### config.mk
export PLATFORM = sky130hd
export DESIGN_NAME = sprite_slot_sequencer
export DESIGN_NICKNAME = d
export VERILOG_FILES = /design/src/rtl/sprite_slot_sequencer.sv
export SDC_FILE = /design/constraint.sdc
export NUM_CORES = 1
export LEC_CHECK = 0
export ABC_AREA = 1
export BUFFER_PORTS_ARGS = -buffer_cell sky130_fd_sc_hd__buf_2
export CAP_MARGIN = 20
export CORE_MARGIN = 2
export CORE_UTILIZATION = 54
export DETAILED_ROUTE_END_ITERATION = 10
export PLACE_DENSITY = 0.91
export SLEW_MARGIN = 20
export SYNTH_ARGS = -nofsm -noshare
export SYNTH_HDL_FRONTEND = slang
export SYNTH_SLANG_ARGS = --single-unit
### constraint.sdc
create_clock -name clk_draw -period 2.6 [get_ports clk_draw]
set_input_delay 0.13 -clock clk_draw [delete_from_list [all_inputs] [get_ports clk_draw]]
set_output_delay 0.13 -clock clk_draw [all_outputs]
set_load 0.03 [all_outputs]
### src/rtl/sprite_slot_sequencer.sv
// sprite_slot_sequencer
//   Per-line sprite walker for the draw-clock pipeline. On each line pulse it
//   walks sprite indices 0..NUM_SPRITES-1 through a request/response sprite
//   matcher and, for every hit, emits one half-tile slot per 4 source pixels
//   on a valid/ready stream towards the tile-map / tile BRAM fetch stages.
//
//   Optional feature: define SPRITE_SEQ_LIMIT_EN to cap hits per line at
//   MAX_PER_LINE (overflow_o flags a truncated line).
//
// Ports
//   clk_draw, rst_draw_n   draw clock, async active-low reset
//   line_i, enable_i       start-of-line pulse, run enable
//   match_*                request/response sprite matcher interface
//   slot_*                 valid/ready slot stream (lbx, map, bmp, half, last)
//   busy_o                 walk in progress (not IDLE/DONE)
//   line_done_o            one-cycle pulse on entering DONE
//   overflow_o             per-line hit limit reached (0 without the limit)
module sprite_slot_sequencer #(
    parameter int unsigned NUM_SPRITES  = 512,
    parameter int unsigned CNT_W        = 7,
    parameter int unsigned LBX_W        = 12,
    parameter int unsigned MAP_W        = 10,
    parameter int unsigned BMP_W        = 14,
    parameter int unsigned STEP         = 8,
    parameter int unsigned MAX_PER_LINE = 64,
    localparam int unsigned IDX_W       = $clog2(NUM_SPRITES)
) (
    input  logic             clk_draw,
    input  logic             rst_draw_n,
    input  logic             line_i,
    input  logic             enable_i,
    output logic             match_req_o,
    output logic [IDX_W-1:0] match_idx_o,
    input  logic             match_valid_i,
    input  logic             match_hit_i,
    input  logic [CNT_W-1:0] match_count_i,
    input  logic [LBX_W-1:0] match_lbx_i,
    input  logic [MAP_W-1:0] match_map_i,
    input  logic [BMP_W-1:0] match_bmp_i,
    output logic             slot_valid_o,
    input  logic             slot_ready_i,
    output logic [LBX_W-1:0] slot_lbx_o,
    output logic [MAP_W-1:0] slot_map_o,
    output logic [BMP_W-1:0] slot_bmp_o,
    output logic             slot_half_o,
    output logic             slot_last_o,
    output logic             busy_o,
    output logic             line_done_o,
    output logic             overflow_o
);

    localparam int unsigned      SLOT_W   = CNT_W + 1;
    localparam logic [IDX_W-1:0] IDX_LAST = IDX_W'(NUM_SPRITES - 1);

    typedef enum logic [2:0] {
        IDLE,
        FETCH,
        WAIT,
        EMIT,
        DRAIN,
        DONE
    } state_t;

    state_t              state_q, state_d;
    logic [IDX_W-1:0]    idx_q;
    logic [SLOT_W-1:0]   slot_q;
    logic [CNT_W-1:0]    cnt_q;
    logic [LBX_W-1:0]    lbx_q;
    logic [MAP_W-1:0]    map_q;
    logic [BMP_W-1:0]    bmp_q;
    logic                drain_idle_q, drain_idle_d;
    logic                ovf_q;

    logic restart, idx_inc, latch, slot_step, adv, set_ovf, hit_inc;
    logic handshake, last_slot;

`ifdef SPRITE_SEQ_LIMIT_EN
    localparam int unsigned HITS_W = $clog2(MAX_PER_LINE + 1);
    logic [HITS_W-1:0] hits_q;
    logic              limit_reached;
    assign limit_reached = (hits_q + HITS_W'(1)) == HITS_W'(MAX_PER_LINE);
`endif

    assign handshake = (state_q == EMIT) && slot_ready_i;
    assign last_slot = slot_q == ({cnt_q, 1'b0} - SLOT_W'(1));

    always_comb begin
        state_d      = state_q;
        drain_idle_d = drain_idle_q;
        restart      = 1'b0;
        idx_inc      = 1'b0;
        latch        = 1'b0;
        slot_step    = 1'b0;
        adv          = 1'b0;
        set_ovf      = 1'b0;
        hit_inc      = 1'b0;

        unique case (state_q)
            IDLE: begin
                if (line_i && enable_i) begin
                    restart = 1'b1;
                    state_d = FETCH;
                end
            end
            FETCH: begin
                // The request is only registered when FETCH hands over to
                // WAIT, so leaving FETCH any other way leaves nothing in flight.
                if (!enable_i) begin
                    state_d = IDLE;
                end else if (line_i) begin
                    restart = 1'b1;
                end else begin
                    state_d = WAIT;
                end
            end
            WAIT: begin
                // A response arriving in the same cycle as an abort is
                // already consumed, so DRAIN is only needed when it is not.
                if (!enable_i) begin
                    drain_idle_d = 1'b1;
                    state_d      = match_valid_i ? IDLE : DRAIN;
                end else if (line_i) begin
                    restart      = 1'b1;
                    drain_idle_d = 1'b0;
                    state_d      = match_valid_i ? FETCH : DRAIN;
                end else if (match_valid_i) begin
                    if (match_hit_i && (match_count_i != '0)) begin
                        latch   = 1'b1;
                        state_d = EMIT;
                    end else begin
                        adv = 1'b1;
                    end
                end
            end
            EMIT: begin
                hit_inc = handshake && last_slot;
                if (!enable_i) begin
                    if (handshake) begin
                        state_d = IDLE;
                    end
                end else if (line_i) begin
                    restart = 1'b1;
                    state_d = FETCH;
                end else if (handshake) begin
                    if (last_slot) begin
                        adv = 1'b1;
                    end else begin
                        slot_step = 1'b1;
                    end
                end
            end
            DRAIN: begin
                if (!enable_i) begin
                    drain_idle_d = 1'b1;
                end else if (line_i) begin
                    restart      = 1'b1;
                    drain_idle_d = 1'b0;
                end
                if (match_valid_i) begin
                    state_d = drain_idle_d ? IDLE : FETCH;
                end
            end
            DONE: begin
                if (!enable_i) begin
                    state_d = IDLE;
                end else if (line_i) begin
                    restart = 1'b1;
                    state_d = FETCH;
                end
            end
            default: state_d = IDLE;
        endcase

        if (adv) begin
`ifdef SPRITE_SEQ_LIMIT_EN
            if (hit_inc && limit_reached) begin
                state_d = DONE;
                set_ovf = idx_q != IDX_LAST;
            end else
`endif
            if (idx_q == IDX_LAST) begin
                state_d = DONE;
            end else begin
                idx_inc = 1'b1;
                state_d = FETCH;
            end
        end
    end

    always_ff @(posedge clk_draw or negedge rst_draw_n) begin
        if (!rst_draw_n) begin
            state_q      <= IDLE;
            idx_q        <= '0;
            slot_q       <= '0;
            cnt_q        <= '0;
            lbx_q        <= '0;
            map_q        <= '0;
            bmp_q        <= '0;
            drain_idle_q <= 1'b0;
            ovf_q        <= 1'b0;
            match_req_o  <= 1'b0;
            line_done_o  <= 1'b0;
        end else begin
            state_q      <= state_d;
            drain_idle_q <= drain_idle_d;
            match_req_o  <= (state_q == FETCH) && (state_d == WAIT);
            line_done_o  <= (state_d == DONE) && (state_q != DONE);

            if (restart) begin
                idx_q <= '0;
            end else if (idx_inc) begin
                idx_q <= idx_q + IDX_W'(1);
            end

            if (restart) begin
                ovf_q <= 1'b0;
            end else if (set_ovf) begin
                ovf_q <= 1'b1;
            end

            if (latch) begin
                cnt_q  <= match_count_i;
                lbx_q  <= match_lbx_i;
                map_q  <= match_map_i;
                bmp_q  <= match_bmp_i;
                slot_q <= '0;
            end else if (slot_step) begin
                slot_q <= slot_q + SLOT_W'(1);
                lbx_q  <= lbx_q + LBX_W'(STEP);
            end
        end
    end

`ifdef SPRITE_SEQ_LIMIT_EN
    always_ff @(posedge clk_draw or negedge rst_draw_n) begin
        if (!rst_draw_n) begin
            hits_q <= '0;
        end else if (restart) begin
            hits_q <= '0;
        end else if (hit_inc) begin
            hits_q <= hits_q + HITS_W'(1);
        end
    end
    assign overflow_o = ovf_q;
`else
    assign overflow_o = 1'b0;
`endif

    assign match_idx_o  = idx_q;
    assign slot_valid_o = state_q == EMIT;
    assign slot_last_o  = slot_valid_o && last_slot;
    assign slot_half_o  = slot_q[0];
    assign slot_lbx_o   = lbx_q;
    assign slot_bmp_o   = bmp_q;
    // Two half-tile slots share one tile-map entry.
    assign slot_map_o   = map_q + MAP_W'(slot_q[SLOT_W-1:1]);
    assign busy_o       = (state_q != IDLE) && (state_q != DONE);

endmodule

==> results of run 1 <==
[stage by stage]
| step | power (µW) | instances | hold WS [ns] |
|---|---|---|---|
| 2_1_floorplan | 2832 | 514 | -0.1656 |
| 3_3_place_gp | 3265 | 703 | 0.2179 |
| 3_5_place_dp | 3335 | 703 | 0.2262 |
| 4_1_cts | 4137 | 742 | 0.003090 |
| 5_1_grt | 4446 | 742 | 0.01386 |
| 6_report | 4181 | 742 | 0.001908 |
[area by class of cell]
cell class,instances,share of cell area [%]
Multi-Input combinational cell,380,40.99
Sequential cell,66,33.07
Timing Repair Buffer,128,15.72
Inverter,54,4.332
Clock buffer,12,3.105
Tap cell,99,2.479
Clock inverter,3,0.3005
[per-layer routing]
metal  vias up  routed length (µm)  GRT usage, %
li1       1868                   -             -
met1      1840                4127         29.80
met2       133                5337         46.72
met3        20                 548         5.029
met4         0                 242         10.00
met5         -                   0             0
[worst paths after layout]
path,startpoint,endpoint,slack [ns],cells past startpoint
min in group asynchronous,rst_draw_n,slot_bmp_o[8],0.38,2
max in group asynchronous,rst_draw_n,slot_bmp_o[0],1.58,3
max reg2reg,cnt_q[0],slot_q[3],0.42,13
min reg2reg,slot_bmp_o[1],slot_bmp_o[1],0.48,2
max,slot_q[2],slot_map_o[8],0.19,10
min,match_map_i[8],map_q[8],0.002,3
[power groups by stage]
stage	Clock, µW	Sequential (µW)	Combinational [µW]
after floorplan	0	1610	1220
after global placement	0	1440	1820
after detailed placement	0	1450	1880
after CTS	773	1440	1930
after global routing	817	1480	2150
final	768	1450	1960
[synth_stat cells (7+ instances only)]
master,instances
nand3_1,31
nor2_1,32
o21ai_2,9
nand2_1,185
a21oi_1,17
o21ai_1,10
o21ai_0,12
dfrtp_1,66
xnor2_1,7
inv_1,40
ha_1,12
nand2_2,7
inv_2,13
xor2_1,16
[cells by family (layout without fill, tap and decap cells)]
family / Yosys count / after routing / synth area share (%)
flip-flops: 66 / 66 / 41.51
buffers and inverters: 68 / 197 / 7.610
XOR/XNOR: 24 / 24 / 5.472
other: 1 / 1 / 0.09425
adder cells (fa/ha/maj): 13 / 13 / 4.277
AND/OR/NAND/NOR: 289 / 289 / 32.86
AO/OA/AOI/OAI: 53 / 53 / 8.177
[flip-flops by register name, summed over array words and instances, names as in the netlist]
register      count
slot_q            8
match_req_o       1
cnt_q             7
slot_bmp_o       14
line_done_o       1
map_q            10
match_idx_o       9
drain_idle_q      1
state_q           3
slot_lbx_o       12
[critical path, stage by stage, from the launching register on]
cell,delay [ns]
dfrtp_1,0.48
inv_1,0.12
fa_1,0.48
o21ai_2,0.18
nand2_1,0.07
nand2_1,0.08
a21oi_2,0.06
nor2_1,0.09
o21ai_1,0.07
xor2_1,0.14
buf_4,0.17
[timing repair]
| action | CTS | global route |
|---|---|---|
| gates resized for setup | 1 | 9 |
| pin swaps | 0 | 1 |
| hold buffers | 24 | 0 |
| setup endpoints to repair | 1 | 2 |
| endpoints found under the hold margin | 52 | 0 |
[cells in the final DEF (no fill, tap or decap), types with 12 or more instances in the layout]
cell	count
nand2_1	185
o21ai_1	12
buf_2	99
xor2_1	16
dlygate4sd3_1	24
nor2_1	32
nand3_1	31
a21oi_1	15
inv_1	40
dfrtp_1	65
inv_2	13
==> metrics.txt, run 1 <==
# TYPE chip_impl_metric gauge
chip_impl_info{name="outcome",value="complete, no violations"} 1
chip_impl_metric{name="synth_enable_flop_cells",unit=""} 0
chip_impl_metric{name="via_per_inst",unit=""} 5.204
chip_impl_metric{name="worstPathArrival",unit="ns"} 2.28
chip_impl_metric{name="layout_fillers",unit=""} 602
chip_impl_metric{name="seq_power_share",unit="%"} 34.7
chip_impl_metric{name="fp.dieW",unit="µm"} 89.84
chip_impl_metric{name="post_route_cells_drive_above_1_share",unit="%"} 27.22
chip_impl_metric{name="ys_ff_latch",unit=""} 66
chip_impl_metric{name="timing_max_transition_violations_final",unit=""} 0
chip_impl_metric{name="antenna_cells",unit=""} 0
chip_impl_metric{name="combined_area_of_the_multi_input_logic_cells",unit="µm²"} 2048
chip_impl_metric{name="clk_path_buf_depth",unit=""} 2
chip_impl_metric{name="worst_pin_slew",unit="ns"} 0.7191
chip_impl_info{name="criticalPathCategory",value="reg2out"} 1
chip_impl_metric{name="start_util",unit="%"} 55.45
chip_impl_info{name="rsz_0062_raised_after_global_routing",value="no"} 1
chip_impl_metric{name="synthesis.instances",unit=""} 514
chip_impl_metric{name="worst_skew_pair.late_latency",unit="ns"} 0.34
chip_impl_metric{name="cts-buffers-inserted",unit=""} 9
chip_impl_metric{name="grt.overflow.total",unit=""} 0
chip_impl_metric{name="cellLeakagePower",unit="µW"} 0.002734
chip_impl_metric{name="place.detailed.hpwl",unit="µm"} 6988
chip_impl_metric{name="final_weighted_congestion_in_routability_driven_placement",unit=""} 0.8859
chip_impl_metric{name="clock_slew_seen_by_the_registers_of_the_worst_setup_and_hold_paths",unit="ns"} 0.07
chip_impl_metric{name="vdd_ir_drop_max",unit="mV"} 0.3514
chip_impl_metric{name="power.internal",unit="µW"} 2297
chip_impl_metric{name="power.clock.fraction",unit="%"} 18.4
chip_impl_metric{name="placement.cell_area",unit="µm²"} 4559
chip_impl_metric{name="clock_sink_count",unit=""} 66
chip_impl_metric{name="drtIter0Drc",unit=""} 182
chip_impl_metric{name="clock-skew-final",unit="ns"} 0.008276
chip_impl_metric{name="areaGrowthSynthToFinish",unit="%"} 25.60
chip_impl_metric{name="core_region_area",unit="µm²"} 7176
chip_impl_metric{name="totalNegativeSetupSlack",unit="ns"} 0
chip_impl_info{name="synth.top_cells.by_area",value="dfrtp_1, nand2_1, nand3_1, ha_1, inv_1"} 1
chip_impl_info{name="cts_tree",value="yes"} 1
chip_impl_metric{name="critPathRequiredTime",unit="ns"} 2.47
chip_impl_metric{name="stdcell_area",unit="µm²"} 4997
chip_impl_metric{name="io_buffers",unit=""} 100
chip_impl_metric{name="route.final.wire_length",unit="µm"} 10260
chip_impl_metric{name="grt_max_degree",unit=""} 38
chip_impl_metric{name="setup_ws",unit="ns"} 0.1880
chip_impl_metric{name="net_count_of_the_finished_layout",unit=""} 702
chip_impl_info{name="worstSetupEndpointType",value="output pin"} 1
chip_impl_metric{name="slew_headroom",unit="%"} 52.06
chip_impl_metric{name="timing.final.setup_violations",unit=""} 0
chip_impl_metric{name="global_route_wire_length_before_repair",unit="µm"} 16960
chip_impl_metric{name="yosys_warnings",unit=""} 0
chip_impl_metric{name="fp.dieH",unit="µm"} 89.84
chip_impl_metric{name="initial_antenna_violation_count",unit=""} 0
chip_impl_metric{name="detailedPlace.worstSlack",unit="ns"} 0.3405
chip_impl_metric{name="wl_per_cell",unit="µm"} 13.82
chip_impl_metric{name="min_period",unit="ns"} 2.412
chip_impl_metric{name="syn_nets",unit=""} 577
chip_impl_metric{name="io_pins",unit=""} 102
chip_impl_metric{name="synth_async_sr_flop_share",unit="%"} 100.0
chip_impl_metric{name="drc",unit=""} 0
chip_impl_metric{name="avgSynthCellArea",unit="µm²"} 7.741
chip_impl_metric{name="post-cts-setup-buffers",unit=""} 0
chip_impl_metric{name="die_area",unit="µm²"} 8071
chip_impl_metric{name="netlist_area",unit="µm²"} 3979
chip_impl_info{name="synthFlopType",value="dfrtp_1"} 1
chip_impl_metric{name="dr_pass1_iterations",unit=""} 4
chip_impl_metric{name="power_per_cell_area",unit="nW/µm²"} 836.6
chip_impl_metric{name="fin_util",unit="%"} 69.64
chip_impl_metric{name="timing_hold_violations_final",unit=""} 0
chip_impl_metric{name="groute.usage.overall",unit="%"} 25.67
chip_impl_metric{name="antenna_violating_nets_post_route",unit=""} 0
chip_impl_metric{name="comb_power_share",unit="%"} 47.0
chip_impl_metric{name="power_switching",unit="µW"} 1883
chip_impl_metric{name="fin_crit_sh",unit="%"} 92.77
chip_impl_metric{name="first_global_vias",unit=""} 3811
chip_impl_metric{name="synth_largest_type_area_fraction",unit="%"} 41.51
chip_impl_metric{name="synth_sequential_area_ratio",unit="%"} 41.51
chip_impl_metric{name="area.sequential",unit="µm²"} 1653
chip_impl_metric{name="switching_share",unit="%"} 45.05
chip_impl_metric{name="critPathMaxFanout",unit=""} 9
chip_impl_metric{name="fmax",unit="GHz"} 0.4146
chip_impl_metric{name="max_cap_viol_count",unit=""} 0
chip_impl_info{name="critical_path_launch_point_type",value="register"} 1
chip_impl_metric{name="num_rows",unit=""} 31
chip_impl_info{name="worst_hold_path_type",value="in2reg"} 1
chip_impl_metric{name="vias",unit=""} 3861
chip_impl_info{name="synth.largest_area_cell",value="dfrtp_1"} 1
chip_impl_metric{name="synth.lib_cells_used.distinct",unit=""} 39
chip_impl_metric{name="ctsHtreeMaxLevel",unit=""} 3
chip_impl_info{name="clock-root-buffer",value="clkbuf_8"} 1
(Power assumes the default switching activity.)
==> run 2, diff against run 1 <==
RECOVER_POWER = 50   (was not set)
==> run 2 against run 1 <==
The run now ends with capacitance limit, slew limit left. Sequential cell count did not move. Utilization down 0.78 points. Global-route usage unchanged. Clock skew hardly changed. Critical path depth is the same. Wire length down 0.23%. Non-clock buffer count unchanged. Highest routed layer unchanged.
==> metrics.txt, run 2 (synthesis gave the netlist of run 1 again) <==
# TYPE chip_impl_metric gauge
chip_impl_metric{name="areaGrowthSynthToFinish",unit="%"} 24.18
chip_impl_metric{name="power_per_cell_area",unit="nW/µm²"} 839.7
chip_impl_metric{name="slew_headroom",unit="%"} -9.641
chip_impl_info{name="critPathCapture",value="slot_map_o[8]"} 1
chip_impl_info{name="critical_path_launch_point_type",value="register"} 1
chip_impl_info{name="critical_path_cell_sequence",value="inv_1 -> fa_1 -> o21ai_2 -> nand2_1 -> nand2_1 -> a21oi_2 -> nor2_1 -> o21ai_1 -> xor2_1 -> buf_4"} 1
chip_impl_metric{name="critPathRequiredTime",unit="ns"} 2.47
chip_impl_info{name="criticalPathCategory",value="reg2out"} 1
chip_impl_metric{name="totalNegativeSetupSlack",unit="ns"} 0
chip_impl_metric{name="worst_pin_slew",unit="ns"} 1.645
chip_impl_metric{name="fin_crit_sh",unit="%"} 92.72
chip_impl_metric{name="cts-buffers-inserted",unit=""} 9
chip_impl_metric{name="timing.reg2reg.worst_path_depth",unit=""} 13
chip_impl_info{name="r2r_end",value="slot_q[3]"} 1
chip_impl_metric{name="core_region_area",unit="µm²"} 7176
chip_impl_metric{name="antenna_cells",unit=""} 0
chip_impl_metric{name="num_rows",unit=""} 31
chip_impl_metric{name="final_weighted_congestion_in_routability_driven_placement",unit=""} 0.8859
chip_impl_info{name="startpoint",value="slot_q[2]"} 1
chip_impl_metric{name="stdcell_area",unit="µm²"} 4941
chip_impl_metric{name="io_pins",unit=""} 102
chip_impl_info{name="hold_start",value="match_map_i[8]"} 1
chip_impl_metric{name="place.detailed.hpwl",unit="µm"} 6988
chip_impl_info{name="outcome",value="complete, but fails checks"} 1
chip_impl_metric{name="start_util",unit="%"} 55.45
chip_impl_metric{name="fp.dieH",unit="µm"} 89.84
chip_impl_metric{name="first_global_vias",unit=""} 3811
chip_impl_metric{name="layout_fillers",unit=""} 621
chip_impl_metric{name="clk_path_buf_depth",unit=""} 2
chip_impl_info{name="failed_checks",value="capacitance limit, slew limit"} 1
chip_impl_metric{name="fp.dieW",unit="µm"} 89.84
chip_impl_metric{name="post_route_cells_drive_above_1_share",unit="%"} 21.77
chip_impl_info{name="rsz_0062_raised_after_global_routing",value="no"} 1
chip_impl_metric{name="fin_util",unit="%"} 68.86
chip_impl_metric{name="via_per_inst",unit=""} 5.232
chip_impl_metric{name="net_count_of_the_finished_layout",unit=""} 702
chip_impl_metric{name="drtIter0Drc",unit=""} 182
chip_impl_metric{name="critical_path_cell_count",unit=""} 10
chip_impl_metric{name="clock_slew_seen_by_the_registers_of_the_worst_setup_and_hold_paths",unit="ns"} 0.07
chip_impl_info{name="critPathSlowestCell",value="dfrtp_1"} 1
chip_impl_metric{name="global_route_wire_length_before_repair",unit="µm"} 16960
chip_impl_metric{name="max_cap_viol_count",unit=""} 1
chip_impl_metric{name="min_period",unit="ns"} 2.411
chip_impl_metric{name="worstPathArrival",unit="ns"} 2.28
chip_impl_info{name="clock-root-buffer",value="clkbuf_8"} 1
chip_impl_metric{name="die_area",unit="µm²"} 8071
chip_impl_metric{name="timing_hold_violations_final",unit=""} 0
chip_impl_metric{name="groute.usage.overall",unit="%"} 25.67
chip_impl_metric{name="slowest_stage_delay_on_critical_path",unit="ns"} 0.48
chip_impl_metric{name="whs",unit="ns"} 0.001783
chip_impl_metric{name="largest_register_ffs",unit=""} 14
chip_impl_metric{name="clock_sink_count",unit=""} 66
chip_impl_info{name="cts_tree",value="yes"} 1
chip_impl_metric{name="fmax",unit="GHz"} 0.4148
chip_impl_metric{name="io_buffers",unit=""} 100
chip_impl_metric{name="route.final.wire_length",unit="µm"} 10230
chip_impl_metric{name="r2r_setup_slack",unit="ns"} 0.42
chip_impl_info{name="worst_hold_path_type",value="in2reg"} 1
chip_impl_info{name="r2r-start",value="cnt_q[0]"} 1
chip_impl_metric{name="ctsHtreeMaxLevel",unit=""} 3
chip_impl_metric{name="critical_path_buf_inv_count",unit=""} 2
chip_impl_metric{name="placement.cell_area",unit="µm²"} 4559
chip_impl_metric{name="dr_pass1_iterations",unit=""} 4
chip_impl_metric{name="antenna_violating_nets_post_route",unit=""} 0
chip_impl_info{name="worstSetupEndpointType",value="output pin"} 1
chip_impl_metric{name="timing.final.setup_violations",unit=""} 0
chip_impl_metric{name="worst_skew_pair.late_latency",unit="ns"} 0.34
chip_impl_metric{name="initial_antenna_violation_count",unit=""} 0
chip_impl_metric{name="clock-skew-final",unit="ns"} 0.007782
chip_impl_info{name="commonest_non_fill_non_tap_cell_in_the_layout",value="nand2_1"} 1
chip_impl_metric{name="grt_max_degree",unit=""} 38
chip_impl_metric{name="drc",unit=""} 0
chip_impl_metric{name="grt.overflow.total",unit=""} 0
chip_impl_info{name="critical_path.top_delay_family",value="flip-flops"} 1
chip_impl_metric{name="vias",unit=""} 3882
chip_impl_info{name="layout.cells.most_common_list",value="nand2_1, dfrtp_1, buf_2, inv_1, clkbuf_1"} 1
chip_impl_info{name="cp_common_cell",value="nand2_1"} 1
chip_impl_metric{name="report.power.total",unit="µW"} 4149
chip_impl_metric{name="critPathMaxFanout",unit=""} 9
chip_impl_metric{name="timing_max_transition_violations_final",unit=""} 31
chip_impl_metric{name="wl_per_cell",unit="µm"} 13.79
chip_impl_metric{name="cellLeakagePower",unit="µW"} 0.002595
chip_impl_metric{name="vdd_ir_drop_max",unit="mV"} 0.3445
run 2: cell types whose count changed in the layout (fill, tap and decap cells not counted):
cell	before	now
clkbuf_1	1	36
clkbuf_4	0	1
buf_2	99	64
buf_12	1	0
run 2: routing by layer:
metal / GRT usage, % / vias up / wire length [µm]
met2: 46.72 / 144 / 5279
met5: 0 / - / 0
met3: 5.029 / 29 / 636
met1: 29.80 / 1839 / 4046
met4: 10.00 / 0 / 268
li1: - / 1870 / -
run 2: through the flow:
stage               setup slack, ns  cells
floorplan                    0.3623    514
global placement             0.4307    703
detailed placement           0.3405    703
CTS                         0.06169    742
global route                0.02219    742
finish                       0.1892    742
run 2: how the worst min path moves through the flow:
stage | cells after the start | slack [ns] | endpoint
after CTS | 3 | 0.003 | map_q[1]
after detailed placement | 1 | 0.23 | slot_bmp_o[8]
after global routing | 3 | 0.01 | map_q[4]
after global placement | 1 | 0.22 | slot_bmp_o[8]
after floorplan | 0 | -0.17 | cnt_q[0]
final | 3 | 0.002 | map_q[8]
run 2: cell type report:
class                   count  area (µm²)  share of cell area, %
clock buffers              12       155.1                  3.140
clock inverters             3       15.01                 0.3039
inverters                  54       216.5                  4.381
multi-input cells         380        2048                  41.45
flip-flops and latches     66        1653                  33.45
well taps                  99       123.9                  2.507
repair buffers            128       729.5                  14.76
run 2: tightest hold or removal path, cell delays in order:
cell	delay, ns
buf_2	0.07
nand2_1	0.04
o21ai_0	0.06
run 2: repair_timing:
action / CTS / global route
pin swaps: 0 / 1
endpoints found under the setup margin: 1 / 2
hold endpoints to repair: 52 / 0
buffers inserted: 0 / 0
hold buffers: 24 / 0
gates resized for setup: 1 / 9
run 2: where the power goes:
| part | leakage [µW] | internal (µW) | total, µW | switching (µW) |
|---|---|---|---|---|
| Combinational | 0.00165 | 649 | 1930 | 1280 |
| Sequential | 0.000853 | 1230 | 1450 | 220 |
| Clock | 0.0000920 | 388 | 766 | 377 |
| Total | 0.00260 | 2270 | 4150 | 1880 |
